### src/rtl/alu_rr_if.sv
// Client/ALU-side bundle of the round-robin ALU sequencer.
// The sequencer uses the slave view; the clients and the ALU use the master view.
interface alu_rr_if #(
    parameter int DATA_W = 4
);
    logic                  req0_valid;
    logic                  req0_ready;
    logic [2*DATA_W+4:0]   req0_op;
    logic                  rsp0_valid;
    logic                  rsp0_ready;

    logic                  req1_valid;
    logic                  req1_ready;
    logic [2*DATA_W+4:0]   req1_op;
    logic                  rsp1_valid;
    logic                  rsp1_ready;

    logic [DATA_W-1:0]     rsp_result;

    logic [DATA_W-1:0]     alu_a;
    logic [DATA_W-1:0]     alu_b;
    logic [1:0]            alu_main_sel;
    logic [1:0]            alu_sub_sel;
    logic                  alu_cin;
    logic [DATA_W-1:0]     alu_result;

    modport slave (
        input  req0_valid, req0_op, rsp0_ready,
        input  req1_valid, req1_op, rsp1_ready,
        input  alu_result,
        output req0_ready, rsp0_valid,
        output req1_ready, rsp1_valid,
        output rsp_result,
        output alu_a, alu_b, alu_main_sel, alu_sub_sel, alu_cin
    );

    modport master (
        output req0_valid, req0_op, rsp0_ready,
        output req1_valid, req1_op, rsp1_ready,
        output alu_result,
        input  req0_ready, rsp0_valid,
        input  req1_ready, rsp1_valid,
        input  rsp_result,
        input  alu_a, alu_b, alu_main_sel, alu_sub_sel, alu_cin
    );
endinterface

### src/rtl/alu_rr_sequencer.sv
// Shares one external ALU between two requesters: round-robin arbitration,
// operand latching, result capture after ALU_LAT cycles, valid/ready on both sides.
module alu_rr_sequencer #(
    parameter int DATA_W  = 4,
    parameter int ALU_LAT = 1
) (
    input  logic     clk,
    input  logic     rst,
    alu_rr_if.slave  bus,
    output logic     busy,
    output logic     grant_id
);
    localparam int OP_W  = 2*DATA_W + 5;
    localparam int CNT_W = (ALU_LAT > 1) ? $clog2(ALU_LAT) : 1;
    localparam logic [CNT_W-1:0] LAT_LAST = CNT_W'(ALU_LAT - 1);

    typedef enum logic [1:0] {
        IDLE = 2'd0,
        EXEC = 2'd1,
        RESP = 2'd2
    } state_t;

    state_t             state;
    state_t             state_nxt;

    logic               last_grant;
    logic [CNT_W-1:0]   lat_cnt;
    logic [DATA_W-1:0]  a_q;
    logic [DATA_W-1:0]  b_q;
    logic [1:0]         main_q;
    logic [1:0]         sub_q;
    logic               cin_q;
    logic [DATA_W-1:0]  result_q;

    logic               both_valid;
    logic               any_valid;
    logic               winner;
    logic [OP_W-1:0]    win_op;
    logic               accept;
    logic               exec_done;
    logic               rsp_take;

    // Arbitration and transaction events; readies are masked during reset
    // so no handshake can complete on a cycle whose state update is discarded.
    always_comb begin
        both_valid = bus.req0_valid && bus.req1_valid;
        any_valid  = bus.req0_valid || bus.req1_valid;
        winner     = both_valid ? !last_grant : bus.req1_valid;
        win_op     = winner ? bus.req1_op : bus.req0_op;
        accept     = (state == IDLE) && any_valid && !rst;
        exec_done  = (state == EXEC) && (lat_cnt == LAT_LAST);
        rsp_take   = (state == RESP) && (grant_id ? bus.rsp1_ready : bus.rsp0_ready);
    end

    always_ff @(posedge clk) begin
        if (rst) begin
            state <= IDLE;
        end else begin
            state <= state_nxt;
        end
    end

    always_comb begin
        state_nxt = state;
        case (state)
            IDLE:    if (accept)    state_nxt = EXEC;
            EXEC:    if (exec_done) state_nxt = RESP;
            RESP:    if (rsp_take)  state_nxt = IDLE;
            default:                state_nxt = IDLE;
        endcase
    end

    always_comb begin
        bus.req0_ready   = accept && !winner;
        bus.req1_ready   = accept && winner;
        bus.rsp0_valid   = (state == RESP) && !grant_id;
        bus.rsp1_valid   = (state == RESP) && grant_id;
        bus.rsp_result   = result_q;
        busy             = (state != IDLE);
        bus.alu_a        = '0;
        bus.alu_b        = '0;
        bus.alu_main_sel = '0;
        bus.alu_sub_sel  = '0;
        bus.alu_cin      = 1'b0;
        if (state != IDLE) begin
            bus.alu_a        = a_q;
            bus.alu_b        = b_q;
            bus.alu_main_sel = main_q;
            bus.alu_sub_sel  = sub_q;
            bus.alu_cin      = cin_q;
        end
    end

    // last_grant resets to 1 so requester 0 wins the first tie.
    always_ff @(posedge clk) begin
        if (rst) begin
            last_grant <= 1'b1;
            grant_id   <= 1'b0;
            lat_cnt    <= '0;
            a_q        <= '0;
            b_q        <= '0;
            main_q     <= '0;
            sub_q      <= '0;
            cin_q      <= 1'b0;
            result_q   <= '0;
        end else begin
            if (accept) begin
                a_q      <= win_op[OP_W-1 -: DATA_W];
                b_q      <= win_op[DATA_W+4 -: DATA_W];
                main_q   <= win_op[4:3];
                sub_q    <= win_op[2:1];
                cin_q    <= win_op[0];
                grant_id <= winner;
                lat_cnt  <= '0;
            end
            if (state == EXEC) begin
                lat_cnt <= lat_cnt + 1'b1;
                if (exec_done) begin
                    result_q <= bus.alu_result;
                end
            end
            if (rsp_take) begin
                last_grant <= grant_id;
            end
        end
    end
endmodule
### src/flat_wrapper.sv
// flat-port wrapper written by rule: the top's interface ports become plain ports
module alu_rr_sequencer_flat 
#(
    parameter int DATA_W  = 4,
    parameter int ALU_LAT = 1
)
  (clk, rst, busy, grant_id, bus_req0_valid, bus_req0_op, bus_rsp0_ready, bus_req1_valid, bus_req1_op, bus_rsp1_ready, bus_alu_result, bus_req0_ready, bus_rsp0_valid, bus_req1_ready, bus_rsp1_valid, bus_rsp_result, bus_alu_a, bus_alu_b, bus_alu_main_sel, bus_alu_sub_sel, bus_alu_cin);
  alu_rr_if #(.DATA_W(DATA_W)) bus_i ();
  input  logic clk;
  input  logic rst;
  output logic busy;
  output logic grant_id;
  input wire logic [$bits(bus_i.req0_valid)-1:0] bus_req0_valid;
  input wire logic [$bits(bus_i.req0_op)-1:0] bus_req0_op;
  input wire logic [$bits(bus_i.rsp0_ready)-1:0] bus_rsp0_ready;
  input wire logic [$bits(bus_i.req1_valid)-1:0] bus_req1_valid;
  input wire logic [$bits(bus_i.req1_op)-1:0] bus_req1_op;
  input wire logic [$bits(bus_i.rsp1_ready)-1:0] bus_rsp1_ready;
  input wire logic [$bits(bus_i.alu_result)-1:0] bus_alu_result;
  output wire logic [$bits(bus_i.req0_ready)-1:0] bus_req0_ready;
  output wire logic [$bits(bus_i.rsp0_valid)-1:0] bus_rsp0_valid;
  output wire logic [$bits(bus_i.req1_ready)-1:0] bus_req1_ready;
  output wire logic [$bits(bus_i.rsp1_valid)-1:0] bus_rsp1_valid;
  output wire logic [$bits(bus_i.rsp_result)-1:0] bus_rsp_result;
  output wire logic [$bits(bus_i.alu_a)-1:0] bus_alu_a;
  output wire logic [$bits(bus_i.alu_b)-1:0] bus_alu_b;
  output wire logic [$bits(bus_i.alu_main_sel)-1:0] bus_alu_main_sel;
  output wire logic [$bits(bus_i.alu_sub_sel)-1:0] bus_alu_sub_sel;
  output wire logic [$bits(bus_i.alu_cin)-1:0] bus_alu_cin;
  assign bus_i.req0_valid = bus_req0_valid;
  assign bus_i.req0_op = bus_req0_op;
  assign bus_i.rsp0_ready = bus_rsp0_ready;
  assign bus_i.req1_valid = bus_req1_valid;
  assign bus_i.req1_op = bus_req1_op;
  assign bus_i.rsp1_ready = bus_rsp1_ready;
  assign bus_i.alu_result = bus_alu_result;
  assign bus_req0_ready = bus_i.req0_ready;
  assign bus_rsp0_valid = bus_i.rsp0_valid;
  assign bus_req1_ready = bus_i.req1_ready;
  assign bus_rsp1_valid = bus_i.rsp1_valid;
  assign bus_rsp_result = bus_i.rsp_result;
  assign bus_alu_a = bus_i.alu_a;
  assign bus_alu_b = bus_i.alu_b;
  assign bus_alu_main_sel = bus_i.alu_main_sel;
  assign bus_alu_sub_sel = bus_i.alu_sub_sel;
  assign bus_alu_cin = bus_i.alu_cin;
  alu_rr_sequencer #(.DATA_W(DATA_W), .ALU_LAT(ALU_LAT)) u_core (.clk(clk), .rst(rst), .bus(bus_i), .busy(busy), .grant_id(grant_id));
endmodule
### config.mk
export PLATFORM = sky130hd
export DESIGN_NAME = alu_rr_sequencer_flat
export DESIGN_NICKNAME = d
export VERILOG_FILES = /design/src/rtl/alu_rr_if.sv /design/src/rtl/alu_rr_sequencer.sv /design/src/flat_wrapper.sv
export SDC_FILE = /design/constraint.sdc
export NUM_CORES = 1
export LEC_CHECK = 0
export CAP_MARGIN = 20
export CORE_AREA = 2 2 56 58
export DETAILED_ROUTE_END_ITERATION = 10
export DIE_AREA = 0 0 58 60
export PLACE_DENSITY = 0.74
export SLEW_MARGIN = 20
export SYNTH_ARGS = -nofsm -noshare
export SYNTH_HDL_FRONTEND = slang
export SYNTH_SLANG_ARGS = --single-unit
export TNS_END_PERCENT = 30
### constraint.sdc
create_clock -name clk -period 1.5 [get_ports clk]
set_input_delay 0.225 -clock clk [delete_from_list [all_inputs] [get_ports clk]]
set_output_delay 0.225 -clock clk [all_outputs]
set_load 0.02 [all_outputs]
==> impl_metrics.yaml, run 1 <==
outcome:
  status: "finished, violations left"
  violations: "negative setup slack"
synthesis:
  ys.flop_type: "dfxtp_1"
  ys_seq_area_frac: 0.4171
  ys_async_sr_fraction: 0
  ys_top_cells_by_area: "dfxtp_1 (42%), a221o_1 (9.5%), a211oi_1 (7.1%)"
  synthCells: 120
  post-synth-top-area-cell: "dfxtp_1"
  avgSynthCellArea_um2: 8.800
  synth_area_um2: 1056
  synth_top_cell_area_share: 0.4171
  yosysMostFrequentCell: "dfxtp_1"
  yosys-top-cells-count: "dfxtp_1 (22), nor2_1 (17), inv_1 (13), a211oi_1 (10), a221o_1 (10)"
  synth-edff-count: 0
  synth_cell_types: 27
  yosysWarnings: 0
  synth_nets: 156
  ys_ff_latch: 22
finish:
  fillers: 275
  utilization: 0.6289
  fin_nets: 237
  design_area_um2: 1826
  drive_gt1_frac: 0.2864
  seq_area_um2: 447.9
  n_antenna_cell: 0
  multi_input_area_um2: 539.3
  synthToLayoutAreaGrowth_pct: 72.87
critical_path:
  crit_path_end_kind: "output pin"
  r2r-end: "u_core.main_q[1]$_SDFFE_PP0P_"
  r2r-start: "u_core.state[0]$_SDFFE_PP0P_"
  crit_fanout: 8
  r2r_slack_ps: 60
  reg2reg_depth: 7
  required_ps: 1270
  arrival_ps: 1310
  worstSetupPathType: "flip-flop to output pin"
  critPathLaunchType: "flip-flop"
drt:
  wl_per_cell_um: 14.50
  route.final.wire_length_um: 3365
  vias: 1188
  firstDrtPassIters: 4
  viasPerCell: 5.121
  drc: 0
  drt_iter0_drc: 47
  ant_nets: 0
worst_hold_path:
  hold_class: "flip-flop to flip-flop"
  hold_path_end: "u_core.state[0]$_SDFFE_PP0P_"
  min-delay-start: "u_core.lat_cnt$_SDFFE_PP0P_"
  min_delay_path_depth: 2
global_routing:
  overflow: 0
  antenna_found_initial: 0
  grtUsageTotal: 0.1912
  grt_pass1_wl_um: 5244
  grt_pass1_vias: 1262
  grt_max_degree: 23
cts:
  cts_tree: "done"
  clkTransAtPathRegs_ps: 110
  root_buffer: "clkbuf_4"
  htree_levels: 1
  cts.path.max_buffers: 2
  cts_sinks: 22
  hold_buffers: 0
  clk_latency_ps: 300
  cts_buffers: 3
power_and_ir_drop:
  power_density_nw_per_um2: 894.8
  p_leak_nw: 0.8252
  ir_worst_vdd_v: 0.0008628
floorplanning:
  core_um2: 2903
  die_h_um: 60
  start_util: 0.3638
  pin_count: 59
  rows: 20
  die_w_um: 58
  dieArea_um2: 3480
place:
  placed_area_um2: 1780
  gp_congestion: 0.7479
  hpwl_um: 2387
  dp_slack_ps: -437.3
  port_buffers: 58
sta:
  fin_ws_ps: -33.98
  finClkSkew_ps: 4.156
  setup_viol: 2
  rsz0062_at_grt: "yes"
  drv_slew: 0
  setup-tns-final_ps: -56.49
  worst_slew_pin_slew_ps: 296.2
  finalCritPeriodShare: 1.023
  max_freq_mhz: 651.9
  finalCriticalPeriod_ps: 1534
  max-slew-margin-rel: 0.7975
  hold_violations: 0
run:
  maxCapViolations: 0
## per-stage QoR
step,cells,power [mW],hold slack (ps)
floorplan,120,0.9975,363.3
global placement,223,1.313,472.2
detailed placement,223,1.333,492.3
CTS,229,1.613,497.0
global route,232,1.726,523.9
finish,232,1.633,498.6
## placed cells by master, fill, tap and decap left out, drive strengths merged, types with 3 or more instances in the layout
master	count
buf	38
clkdlybuf4s50	35
dfxtp	22
nor2	17
inv	13
a211oi	10
a221o	10
clkbuf	7
a21oi	5
mux2i	5
and2	5
o21ai	4
dlymetal6s2s	4
nand4	3
nand3	3
a31oi	3
nor3	3
## worst max-delay path, cell delays in order (launching register included)
cell and delay, ps:
dfxtp_4 390, nor2_4 180, buf_4 140, buf_6 110, nor2_1 40, buf_2 150
## registers in the layout, indices dropped and copies added (netlist names), 2 cells and up
| signal | flops |
|---|---|
| u_core.bus.rsp_result | 4 |
| u_core.main_q | 2 |
| u_core.a_q | 4 |
| u_core.state | 2 |
| u_core.sub_q | 2 |
| u_core.b_q | 4 |
## worst max-delay path by stage
stage                         end                    startpoint  depth (start not counted)  slack, ps
2_1_floorplan        bus_alu_a[0]  u_core.state[1]$_SDFFE_PP0P_                          4        100
3_3_place_gp       bus_req1_ready                bus_req1_valid                          4       -420
3_5_place_dp       bus_req1_ready                bus_req1_valid                          4       -440
4_1_cts        bus_alu_sub_sel[0]  u_core.state[1]$_SDFFE_PP0P_                          4        -90
5_1_grt        bus_alu_sub_sel[0]  u_core.state[0]$_SDFFE_PP0P_                          5       -100
6_report       bus_alu_sub_sel[0]  u_core.state[0]$_SDFFE_PP0P_                          5        -30
## layer usage
metal  part of all wire  track usage  wire length [um]
met5                  0            0                 0
met4                  0      0.01661                 0
met3              0.093      0.05628               314
met2               0.51       0.3571              1700
met1               0.40       0.2238              1350
## logic make-up (layout without fill, tap and decap cells)
group,count (synthesis),count (layout),synth area share
flip-flops,22,22,0.4171
multiplexers,5,5,0.04740
AND/OR/NAND/NOR,38,38,0.2026
buffers and inverters,20,99,0.08412
AO/OA/AOI/OAI,35,35,0.2488
## power breakdown
group	switching (mW)	internal (mW)	total [mW]
Sequential	0.0414	0.655	0.697
Combinational	0.311	0.365	0.676
Clock	0.168	0.0936	0.261
## repair_timing
| action | CTS | global route |
|---|---|---|
| resized for setup | 57 | 37 |
| pin swaps | 0 | 1 |
| endpoints found under the hold margin | 0 | 0 |
| setup endpoints to repair | 19 | 22 |
| gates cloned | 1 | 1 |
| buffers inserted | 2 | 2 |
## final cells by class
cell class,count,share of cell area
clock buffer,3,0.01234
inverter,13,0.02810
multi-input combinational,78,0.2954
sequential,22,0.2454
tap,33,0.02262
timing repair buffer,83,0.3962
No activity file was read; power rests on OpenSTA's default activity.
==> run 2, diff against run 1 <==
Settings changed: CAP_MARGIN 20 to 0, CTS_BUF_LIST set to sky130_fd_sc_hd__clkbuf_2 sky130_fd_sc_hd__clkbuf_4 sky130_fd_sc_hd__clkbuf_8.
==> results of run 2 <==
No change in the layout: final DEF, timing and power equal those of run 1.
==> run 3, diff against run 2 <==
Settings changed: GPL_ROUTABILITY_DRIVEN set to 1.
==> results of run 3 <==
No change in the layout: final DEF, timing and power equal those of run 1.
